==> src/rtl/btn_conditioner_if.sv <==
// ============================================================================
// Module      : btn_conditioner_if
// Description : Signal bundle between the button conditioner and its user.
//               The master side drives the raw button and the count-enable
//               strobe and receives the conditioned outputs. The slave side
//               is the conditioner itself.
// Signals     : tick_i      - debounce count enable (prescaler strobe)
//               btn_raw_i   - raw asynchronous switch/button, active high
//               button_o    - conditioned direction level for the FSM
//               btn_level_o - plain debounced level
//               press_o     - one-cycle pulse per accepted press
//               release_o   - one-cycle pulse per accepted release
// Revision    : 1.0 - initial release
// ============================================================================
`default_nettype none

interface btn_conditioner_if;
   logic tick_i;
   logic btn_raw_i;
   logic button_o;
   logic btn_level_o;
   logic press_o;
   logic release_o;

   modport master (
      output tick_i,
      output btn_raw_i,
      input  button_o,
      input  btn_level_o,
      input  press_o,
      input  release_o
   );

   modport slave (
      input  tick_i,
      input  btn_raw_i,
      output button_o,
      output btn_level_o,
      output press_o,
      output release_o
   );
endinterface

`default_nettype wire

==> src/rtl/btn_conditioner.sv <==
// ============================================================================
// Module      : btn_conditioner
// Description : Synchronises, debounces and edge-detects a raw direction
//               button for the manual traffic-light controller FSM.
//               A two-flop synchroniser feeds a four-state qualifying state
//               machine. A new level is accepted only once it has held for
//               DEBOUNCE_CYCLES ticks. Press and release pulses last one
//               cycle each.
// Ports       : clk_f - system clock
//               rst_i - asynchronous active-low reset
//               bus   - btn_conditioner_if.slave (tick_i, btn_raw_i,
//                       button_o, btn_level_o, press_o, release_o)
// Parameters  : DEBOUNCE_CYCLES - qualifying ticks, legal range 2..65535
// Options     : BTN_TOGGLE_EN - when defined, button_o is a toggle register
//               that flips on every accepted press. When undefined,
//               button_o follows btn_level_o.
// Revision    : 1.0 - initial release
// ============================================================================
`default_nettype none

module btn_conditioner #(
   parameter int unsigned DEBOUNCE_CYCLES = 16
) (
   input  wire               clk_f,
   input  wire               rst_i,
   btn_conditioner_if.slave  bus
);

   localparam int unsigned CNT_W = $clog2(DEBOUNCE_CYCLES);
   localparam logic [CNT_W-1:0] CNT_MAX = CNT_W'(DEBOUNCE_CYCLES - 1);

   localparam logic [1:0] S_IDLE  = 2'd0;
   localparam logic [1:0] S_ARM_P = 2'd1;
   localparam logic [1:0] S_HIGH  = 2'd2;
   localparam logic [1:0] S_ARM_R = 2'd3;

   logic             sync1_q, sync1_d;
   logic             sync2_q, sync2_d;
   logic [1:0]       state_q, state_d;
   logic [CNT_W-1:0] cnt_q,   cnt_d;
   logic             level_q, level_d;
   logic             press_q, press_d;
   logic             release_q, release_d;

   // ------------------------------------------------------------------------
   // State register, synchroniser and registered outputs
   // ------------------------------------------------------------------------
   always_ff @(posedge clk_f or negedge rst_i) begin
      if (!rst_i) begin
         sync1_q   <= 1'b0;
         sync2_q   <= 1'b0;
         state_q   <= S_IDLE;
         cnt_q     <= '0;
         level_q   <= 1'b0;
         press_q   <= 1'b0;
         release_q <= 1'b0;
      end else begin
         sync1_q   <= sync1_d;
         sync2_q   <= sync2_d;
         state_q   <= state_d;
         cnt_q     <= cnt_d;
         level_q   <= level_d;
         press_q   <= press_d;
         release_q <= release_d;
      end
   end

   // The synchroniser runs every clock; tick_i only paces the counter.
   always_comb begin
      sync1_d = bus.btn_raw_i;
      sync2_d = sync1_q;
   end

   // ------------------------------------------------------------------------
   // Next-state logic
   // ------------------------------------------------------------------------
   always_comb begin
      state_d = state_q;
      cnt_d   = cnt_q;
      case (state_q)
         S_IDLE: begin
            if (sync2_q) begin
               state_d = S_ARM_P;
               cnt_d   = '0;
            end
         end
         S_ARM_P: begin
            // Any reversion restarts qualification from scratch.
            if (!sync2_q) begin
               state_d = S_IDLE;
               cnt_d   = '0;
            end else if (bus.tick_i) begin
               if (cnt_q == CNT_MAX) begin
                  state_d = S_HIGH;
                  cnt_d   = '0;
               end else begin
                  cnt_d = cnt_q + CNT_W'(1);
               end
            end
         end
         S_HIGH: begin
            if (!sync2_q) begin
               state_d = S_ARM_R;
               cnt_d   = '0;
            end
         end
         S_ARM_R: begin
            if (sync2_q) begin
               state_d = S_HIGH;
               cnt_d   = '0;
            end else if (bus.tick_i) begin
               if (cnt_q == CNT_MAX) begin
                  state_d = S_IDLE;
                  cnt_d   = '0;
               end else begin
                  cnt_d = cnt_q + CNT_W'(1);
               end
            end
         end
         default: begin
            state_d = S_IDLE;
            cnt_d   = '0;
         end
      endcase
   end

   // ------------------------------------------------------------------------
   // Output logic
   // The outputs are decoded from the upcoming state, so each registered
   // output changes on the same edge as the state register.
   // ------------------------------------------------------------------------
   always_comb begin
      level_d   = (state_d == S_HIGH) || (state_d == S_ARM_R);
      press_d   = (state_q == S_ARM_P) && (state_d == S_HIGH);
      release_d = (state_q == S_ARM_R) && (state_d == S_IDLE);
   end

   assign bus.btn_level_o = level_q;
   assign bus.press_o     = press_q;
   assign bus.release_o   = release_q;

`ifdef BTN_TOGGLE_EN
   logic toggle_q, toggle_d;

   // The toggle register flips on the same edge that raises press_o.
   // This keeps button_o aligned with btn_level_o on the first press.
   always_comb begin
      toggle_d = toggle_q ^ press_d;
   end

   always_ff @(posedge clk_f or negedge rst_i) begin
      if (!rst_i) begin
         toggle_q <= 1'b0;
      end else begin
         toggle_q <= toggle_d;
      end
   end

   assign bus.button_o = toggle_q;
`else
   assign bus.button_o = level_q;
`endif

endmodule

`default_nettype wire
==> src/flat_wrapper.sv <==
// flat-port wrapper written by rule: the top's interface ports become plain ports
module btn_conditioner_flat 
#(
   parameter int unsigned DEBOUNCE_CYCLES = 16
)
  (clk_f, rst_i, bus_tick_i, bus_btn_raw_i, bus_button_o, bus_btn_level_o, bus_press_o, bus_release_o);
  btn_conditioner_if bus_i ();
  input  wire clk_f;
  input  wire rst_i;
  input wire logic [$bits(bus_i.tick_i)-1:0] bus_tick_i;
  input wire logic [$bits(bus_i.btn_raw_i)-1:0] bus_btn_raw_i;
  output wire logic [$bits(bus_i.button_o)-1:0] bus_button_o;
  output wire logic [$bits(bus_i.btn_level_o)-1:0] bus_btn_level_o;
  output wire logic [$bits(bus_i.press_o)-1:0] bus_press_o;
  output wire logic [$bits(bus_i.release_o)-1:0] bus_release_o;
  assign bus_i.tick_i = bus_tick_i;
  assign bus_i.btn_raw_i = bus_btn_raw_i;
  assign bus_button_o = bus_i.button_o;
  assign bus_btn_level_o = bus_i.btn_level_o;
  assign bus_press_o = bus_i.press_o;
  assign bus_release_o = bus_i.release_o;
  btn_conditioner #(.DEBOUNCE_CYCLES(DEBOUNCE_CYCLES)) u_core (.clk_f(clk_f), .rst_i(rst_i), .bus(bus_i));
endmodule
==> config.mk <==
export PLATFORM = sky130hd
export DESIGN_NAME = btn_conditioner_flat
export DESIGN_NICKNAME = d
export VERILOG_FILES = /design/src/rtl/btn_conditioner_if.sv /design/src/rtl/btn_conditioner.sv /design/src/flat_wrapper.sv
export SDC_FILE = /design/constraint.sdc
export NUM_CORES = 1
export LEC_CHECK = 0
export CAP_MARGIN = 25
export CORE_MARGIN = 5
export CORE_UTILIZATION = 30
export CTS_CLUSTER_DIAMETER = 40
export CTS_CLUSTER_SIZE = 14
export DETAILED_ROUTE_END_ITERATION = 8
export PLACE_DENSITY = 0.53
export SLEW_MARGIN = 20
export SYNTH_ARGS = -nofsm -noshare
export SYNTH_HDL_FRONTEND = slang
export SYNTH_SLANG_ARGS = --single-unit
==> constraint.sdc <==
create_clock -name clk_f -period 4 [get_ports clk_f]
set_clock_uncertainty 0.15 [all_clocks]
set_input_delay 0.8 -clock clk_f [delete_from_list [all_inputs] [get_ports clk_f]]
set_output_delay 0.8 -clock clk_f [all_outputs]
set_load 0.005 [all_outputs]
* Yosys cells after proc, flatten, opt, wreduce, memory -nomap -nowiden
Cells that the tools add are included.
Storage, ports and cells: flip-flop bits (word level) 11, latch bits 0, memories kept 0, word-level logic and storage cells 38, output and inout bits 4, bits in read-only memories 0, input port bits 4, bits in writable memories 0
Cells by class: bitwise logic cells 0, div/mod/pow operators 0, reductions and logical operators 6, multiplexer cells 16, add/sub/neg operators 1, equality and inequality tests 8, magnitude comparators 0, multipliers 0, shift operators 0
Operators with widths (count):
- 4-bit two-way mux | 6
- 2-bit two-way mux | 8
- 4-bit one-hot mux with 4 select lines | 1
- 2-bit equality test, second input constant | 4
- 2-bit one-hot mux with 4 select lines | 1
- 4-bit by 1-bit adder with 4-bit output, second input constant | 1
- 4-bit equality test, second input constant | 1
- 2-bit zero test | 2
- 2-bit by 1-bit equality test with 1-bit output, second input constant | 1
- 1-bit logical AND | 2
- 2-bit by 1-bit != test with 1-bit output, second input constant | 1
- 2-bit != test, second input constant | 1
- 2-bit AND reduction | 1
- 1-bit logical OR | 1

* Logic depth before layout (Yosys ltp)
Gate-level depths: netlist (run 1).
word-level depth 7, depth in mapped cells 4, gate-level depth less buffers 4

* Worst setup path after synthesis (run 1)
No wires, ideal clock.
kind input to register, from in bus_tick_i, to reg u_core.level_q (netlist: u_core.bus.btn_level_o), required time 3.725 ns, cell stages on the path 4, path slack 2.132 ns, arrival 1.593 ns, setup time 0.125 ns, path buffers 1, cells stage by stage buf_4 > and4_1 > nand2_1 > mux2_2
On the way: longest elaborated chain between the ends 5, elaborated cells between the ends (all ways) 8, those cells by class eq/ne (2); mux (5); reduce/logical (1)
Ends and longest elaborated chain:
- start: declaration | RTL line flat_wrapper.sv:10 | input wire logic [$bits(bus_i.tick_i)-1:0] bus_tick_i;
- 2-bit two-way mux, on equally long branches | RTL line btn_conditioner.sv:111, btn_conditioner.sv:92
- 2-bit two-way mux, on equally long branches | RTL line btn_conditioner.sv:108, btn_conditioner.sv:89
- 2-bit one-hot mux with 4 select lines * | RTL line btn_conditioner.sv:80 | case (state_q)
- 2-bit equality test | RTL line btn_conditioner.sv:133 | level_d = (state_d == S_HIGH) || (state_d == S_ARM_R);
- 1-bit logical OR * | RTL line btn_conditioner.sv:133
- net u_core.level_d | RTL line btn_conditioner.sv:41 | logic level_q, level_d;
- end signal: assignment | RTL line btn_conditioner.sv:62 | level_q <= level_d;
- end: declaration | RTL line btn_conditioner.sv:41
Mark *: on every way through the listed nets, which the timed path passes. The rest lies on a longest branch. A chain may end at the register's enable or synchronous reset.

* Worst setup path in the final report (run 1)
from in bus_tick_i, to reg u_core.state_q[1]
On the way: longest elaborated chain between the ends 3, elaborated cells between the ends (all ways) 5, those cells by class mux (5)
Ends and longest elaborated chain:
- 2-bit two-way mux, on equally long branches | RTL line btn_conditioner.sv:111, btn_conditioner.sv:92
- 2-bit two-way mux, on equally long branches | RTL line btn_conditioner.sv:108, btn_conditioner.sv:89
- 2-bit one-hot mux with 4 select lines * | RTL line btn_conditioner.sv:80
- net u_core.state_d[1] | RTL line btn_conditioner.sv:39 | logic [1:0] state_q, state_d;
- end signal: assignment | RTL line btn_conditioner.sv:60 | state_q <= state_d;
- end: declaration | RTL line btn_conditioner.sv:39
Marks and branches as above.

==> metrics.yaml, run 1 <==
synth_warnings: 0
ant_nets: 0
critPathLaunchType: "primary input"
vias: 366
drt_iter0_markers: 5
clockRootBuffer: "clkbuf_4"
synthDistinctLibCells: 20
vias_per_cell: 5.63
clockBufferDepth: 2
ys_seq_elements: 11
numCtsBuffers: 3
synth_top_area_share_pct: 54.2
antenna_found_initial: 0
synth_area_sq_um: 508
post-route-util_pct: 38.8
synth_edf_count: 0
portBuffers: 7
antenna-diode-count: 0
synthArstFlopShare_pct: 100
pwr_density_cell_nw_per_um2: 345
path_cells: "clkdlybuf4s50_1 -> and4_1 -> nand2_1 -> mux2_2"
syn_avg_cell_area_sq_um: 12.4
syn2layout_area_growth_pct: 19.2
max_stage_delay_ns: 0.54
overflow: 0
power_leakage_nw: 0.260
synthesis.instances: 41
status: "complete, no violations"
cp-end-kind: "flip-flop"
gp_congestion: 0.915
grt_pass1_wl_um: 1640
drt_first_pass_iters: 4
grt_util_all_layers_pct: 9.01
cp_top_family: "buffers and inverters"
start_util_pct: 32.6
cts_htree_levels: 1
worstPathArrival_ns: 2.15
dieWidth_um: 51.2
seq_area_frac_synth_pct: 54.2
ys_top_cells_by_area: "dfrtp_1, mux2_2, nor3b_1"
maxSlewHeadroom_pct: 68.8
rows: 14
drcViolationCount: 0
ios: 8
hold_viol: 0
required_ns: 4.00
worstSkewPairLatency_ns: 0.27
worst_slew_pin_slew_ns: 0.466
ys_top_cells_by_count: "dfrtp_1, a31oi_1, mux2_2, nand2_1, nor3b_1"
wl_um: 973
yosys.area.top_type: "dfrtp_1"
setup_viol: 0
clock_sinks: 11
synth_nets: 46
core_sq_um: 1560
nets: 55
cts_tree: "done"
critPathKind: "primary input to flip-flop"
holdWs_ns: 0.208
cts_repair_resize_count: 0
grt_pass1_vias: 373
worst_path_max_delay_cell: "clkdlybuf4s50_1"
post_drt_wl_per_cell_um: 15.0
max_freq_mhz: 466
synth_ff_type: "dfrtp_1"
fin_crit_ns: 2.15
synthMostInstantiatedCell: "dfrtp_1"
hpwl_um: 705
grt_max_degree: 12
hold_class: "flip-flop to flip-flop"
dieHeight_um: 51.2
ctsHoldBuffers: 0
critPathBufInv: 1
fin_crit_sh_pct: 53.7
drive_above_1_share_pct: 22.4
drv_cap: 0
clkTransAtPathRegs_ns: 0.07
cp_max_fo: 8
rsz0062_at_grt: "no"
peakVddDrop_mv: 0.174
setup-tns-final_ns: 0
dieArea_sq_um: 2620
slew_viol_final: 0
postCtsSetupBuffers: 0
==> per-layer routing <==
| metal | share of wire [%] | up-vias | wire [um] | GRT usage (%) |
|---|---|---|---|---|
| li1 | - | 168 | - | - |
| met1 | 40 | 179 | 385 | 8.89 |
| met4 | 2.2 | 0 | 21 | 5.38 |
| met2 | 50 | 14 | 483 | 14.2 |
| met5 | 0 | - | 0 | 0 |
| met3 | 8.4 | 5 | 82 | 5.81 |
==> cells in the final DEF, fill, tap and decap left out <==
cell	Yosys	layout
ha_1	1	1
o22ai_1	1	1
and4_1	2	2
mux2i_1	1	1
nand4_1	1	1
clkbuf_4	0	3
nand4b_1	1	1
dfrtp_1	11	11
nor3b_1	3	3
nand3_1	1	1
nand2_1	3	3
clkdlybuf4s50_1	0	7
mux2_2	3	3
a31oi_1	3	3
inv_1	1	1
clkinv_2	0	1
and2_2	1	1
or2_2	1	1
xor2_2	1	1
a41oi_1	2	2
a31o_2	1	1
==> where the power goes <==
| group | total, mW | switching, mW | leakage [nW] | internal [mW] |
|---|---|---|---|---|
| clock | 0.0740 | 0.0370 | 0.0177 | 0.0370 |
| combinational | 0.0155 | 0.00730 | 0.0961 | 0.00824 |
| sequential | 0.120 | 0.00509 | 0.146 | 0.115 |
| total | 0.209 | 0.0494 | 0.260 | 0.160 |
==> logic make-up (layout without fill, tap and decap cells) <==
kind of cell | count (synthesis) | in the layout | share of synthesized area [%]
AOI/OAI and AO/OA | 7 | 7 | 10.1
xor gates and xnor gates | 1 | 1 | 3.20
adders and majority gates | 1 | 1 | 2.46
buffers and inverters | 4 | 12 | 4.68
DFF | 11 | 11 | 54.2
muxes | 4 | 4 | 8.62
and+or+nand+nor | 13 | 13 | 16.8
==> sequential cells by signal (all words and copies together), names as in the netlist <==
name,count
u_core.sync1_q,1
u_core.bus.btn_level_o,1
u_core.state_q,2
u_core.bus.release_o,1
u_core.bus.press_o,1
u_core.cnt_q,4
u_core.sync2_q,1
==> path summary, 6_finish.rpt <==
check,from,endpoint,slack (ns),depth (start not counted)
max,bus_tick_i,u_core.state_q[1]$_DFF_PN0_,1.85,4
min,u_core.sync1_q$_DFF_PN0_,u_core.sync2_q$_DFF_PN0_,0.21,0
max reg2reg,u_core.cnt_q[0]$_DFFE_PN0P_,u_core.state_q[1]$_DFF_PN0_,2.31,4
min reg2reg,u_core.sync1_q$_DFF_PN0_,u_core.sync2_q$_DFF_PN0_,0.21,0
max in group asynchronous,rst_i,u_core.state_q[0]$_DFF_PN0_,2.68,1
min in group asynchronous,rst_i,u_core.cnt_q[2]$_DFFE_PN0P_,0.70,1
==> stage by stage <==
step	cells	power [mW]	worst slack (ns)	cell area [sq um]
after floorplan	41	0.131	2.13	508
after global placement	61	0.136	1.60	578
after detailed placement	61	0.137	1.56	578
after CTS	65	0.213	1.85	606
after global routing	65	0.220	1.78	606
final	65	0.209	1.85	606
==> worst reg2reg max path: cells and delay by family (launching register included) <==
kind | cells | cell delay (ns)
flip-flops | 1 | 0.43
AND/OR/NAND/NOR | 2 | 0.37
multiplexers | 1 | 0.37
adder cells (fa/ha/maj) | 1 | 0.26
==> area by class of cell <==
| type | count | area [sq um] |
|---|---|---|
| clock inverters | 1 | 5.00 |
| well taps | 16 | 20.0 |
| repair buffers | 7 | 70.1 |
| fillers | 155 | 953 |
| flip-flops and latches | 11 | 275 |
| multi-input cells | 26 | 209 |
| inverters | 1 | 3.75 |
| clock buffers | 3 | 22.5 |
(Power assumes the default switching activity.)
==> run 2, diff against run 1 <==
--- a/config.mk
+++ b/config.mk
@@ -11,7 +11,7 @@
 export CTS_CLUSTER_DIAMETER = 40
 export CTS_CLUSTER_SIZE = 14
 export DETAILED_ROUTE_END_ITERATION = 8
-export PLACE_DENSITY = 0.53
+export PLACE_DENSITY = 0.54
 export SLEW_MARGIN = 20
 export SYNTH_ARGS = -nofsm -noshare
 export SYNTH_HDL_FRONTEND = slang
==> constraint.sdc (replaced) <==
create_clock -name clk_f -period 1.8 [get_ports clk_f]
set_clock_uncertainty 0.15 [all_clocks]
set_input_delay 0.36 -clock clk_f [delete_from_list [all_inputs] [get_ports clk_f]]
set_output_delay 0.36 -clock clk_f [all_outputs]
set_load 0.005 [all_outputs]
==> metrics.yaml, run 2 (synthesis results as in run 1) <==
grt_util_all_layers_pct: 8.77
post_drt_wl_per_cell_um: 13.5
p_sw_mw: 0.119
fin_crit_ns: 1.64
wl_um: 916
grt_pass1_vias: 347
drv_cap: 0
portBuffers: 7
critPathKind: "flip-flop to flip-flop"
rows: 14
layout_commonest_cell: "dfrtp_1"
sw_frac_of_total_pct: 25.0
p_clk_share_pct: 36.4
regMostFlops: "u_core.cnt_q"
p_comb_share_pct: 7.9
dieWidth_um: 51.2
crit_start: "u_core.cnt_q[0]$_DFFE_PN0P_"
antenna_found_initial: 0
internal_power_mw: 0.358
pwr_density_cell_nw_per_um2: 759
r2r-start: "u_core.cnt_q[0]$_DFFE_PN0P_"
vias: 375
drcViolationCount: 0
drive_above_1_share_pct: 26.9
hold_viol: 0
ios: 8
vias_per_cell: 5.51
cp-end-kind: "flip-flop"
clock_sinks: 11
antenna-diode-count: 0
critPathLaunchType: "flip-flop"
cts_repair_resize_count: 0
postCtsSetupBuffers: 0
hold_class: "flip-flop to flip-flop"
clockRootBuffer: "clkbuf_4"
top_regs: "u_core.cnt_q (4), u_core.state_q (2)"
gp_congestion: 0.866
cp_max_fo: 6
rsz0062_at_grt: "no"
cts_htree_levels: 1
status: "complete, no violations"
numCtsBuffers: 3
required_ns: 1.81
drt_first_pass_iters: 4
fin_crit_sh_pct: 90.9
clkTransAtPathRegs_ns: 0.08
peakVddDrop_mv: 0.314
ctsHoldBuffers: 0
dieHeight_um: 51.2
grt_pass1_wl_um: 1570
syn2layout_area_growth_pct: 23.6
worst_slew_pin_slew_ns: 0.473
largest_reg_flops: 4
fill_cells: 146
clockBufferDepth: 2
slew_viol_final: 0
max_freq_mhz: 611
hpwl_um: 696
pwr-share-seq_pct: 55.7
cts_tree: "done"
overflow: 0
worstSkewPairLatency_ns: 0.27
holdPathEnd: "u_core.sync2_q$_DFF_PN0_"
nets: 58
whs_path_depth: 0
dieArea_sq_um: 2620
ant_nets: 0
worstPathArrival_ns: 1.65
final_cell_mix: "dfrtp_1, clkdlybuf4s50_1"
maxSlewHeadroom_pct: 68.3
start_util_pct: 32.6
setup_viol: 0
grt_max_degree: 12
r2r-end: "u_core.state_q[1]$_DFF_PN0_"
drt_iter0_markers: 3
setup-tns-final_ns: 0
core_sq_um: 1560
reg2reg_slack_ns: 0.16
power_leakage_nw: 0.273
r2r_cells: 4
worstHoldStart: "u_core.sync1_q$_DFF_PN0_"
p_total_mw: 0.477
==> run 2: changes by cell type in the layout (fill, tap and decap cells not counted), sizes merged <==
cell / delta
buf: +3
==> run 2: per-stage QoR <==
step                      worst slack (ns)  area, sq um  hold slack (ns)  util (%)  instances
after floorplan                      0.245          508          -0.0856         -         41
after global placement             -0.0178          601            0.188      38.5         64
after detailed placement           -0.0690          601            0.195      38.5         64
after CTS                            0.154          628            0.226      40.3         68
after global routing                0.0903          628            0.232      40.3         68
final                                0.164          628            0.222      40.3         68
==> run 2: cell type report <==
type	count	area, sq um	area share [%]
Sequential cell	11	275	43.8
Tap cell	16	20.0	3.19
Clock buffer	3	22.5	3.59
Timing Repair Buffer	10	92.6	14.7
Inverter	1	3.75	0.598
Clock inverter	1	5.00	0.797
Multi-Input combinational cell	26	209	33.3
==> run 2: worst max path at each step <==
| stage | end | slack, ns | depth (start not counted) |
|---|---|---|---|
| 6_report | u_core.state_q[1]$_DFF_PN0_ | 0.16 | 4 |
| 5_1_grt | u_core.bus.press_o$_DFF_PN0_ | 0.09 | 5 |
| 4_1_cts | bus_btn_level_o | 0.15 | 1 |
| 3_5_place_dp | u_core.bus.release_o$_DFF_PN0_ | -0.07 | 5 |
| 3_3_place_gp | u_core.bus.release_o$_DFF_PN0_ | -0.02 | 5 |
| 2_1_floorplan | u_core.bus.btn_level_o$_DFF_PN0_ | 0.25 | 4 |
==> run 2: power by group through the flow <==
stage               sequential [mW]  combinational (mW)  clock (mW)
finish                        0.265              0.0376       0.174
global route                  0.267              0.0418       0.191
CTS                           0.265              0.0382       0.180
detailed placement            0.270              0.0381           0
global placement              0.269              0.0369           0
floorplan                     0.265              0.0247           0
==> run 2: critical path, stage by stage, from the launching register on <==
cell and delay [ns]:
dfrtp_1 0.44, ha_1 0.26, and4_1 0.20, nand2_1 0.13, mux2_2 0.35
==> run 2: per-layer routing <==
metal	up-vias	part of all wire, %	track usage (%)
met4	0	2.1	8.07
met1	188	43	9.47
met2	7	50	13.1
met3	2	4.9	3.49
li1	178	-	-
met5	-	0	0
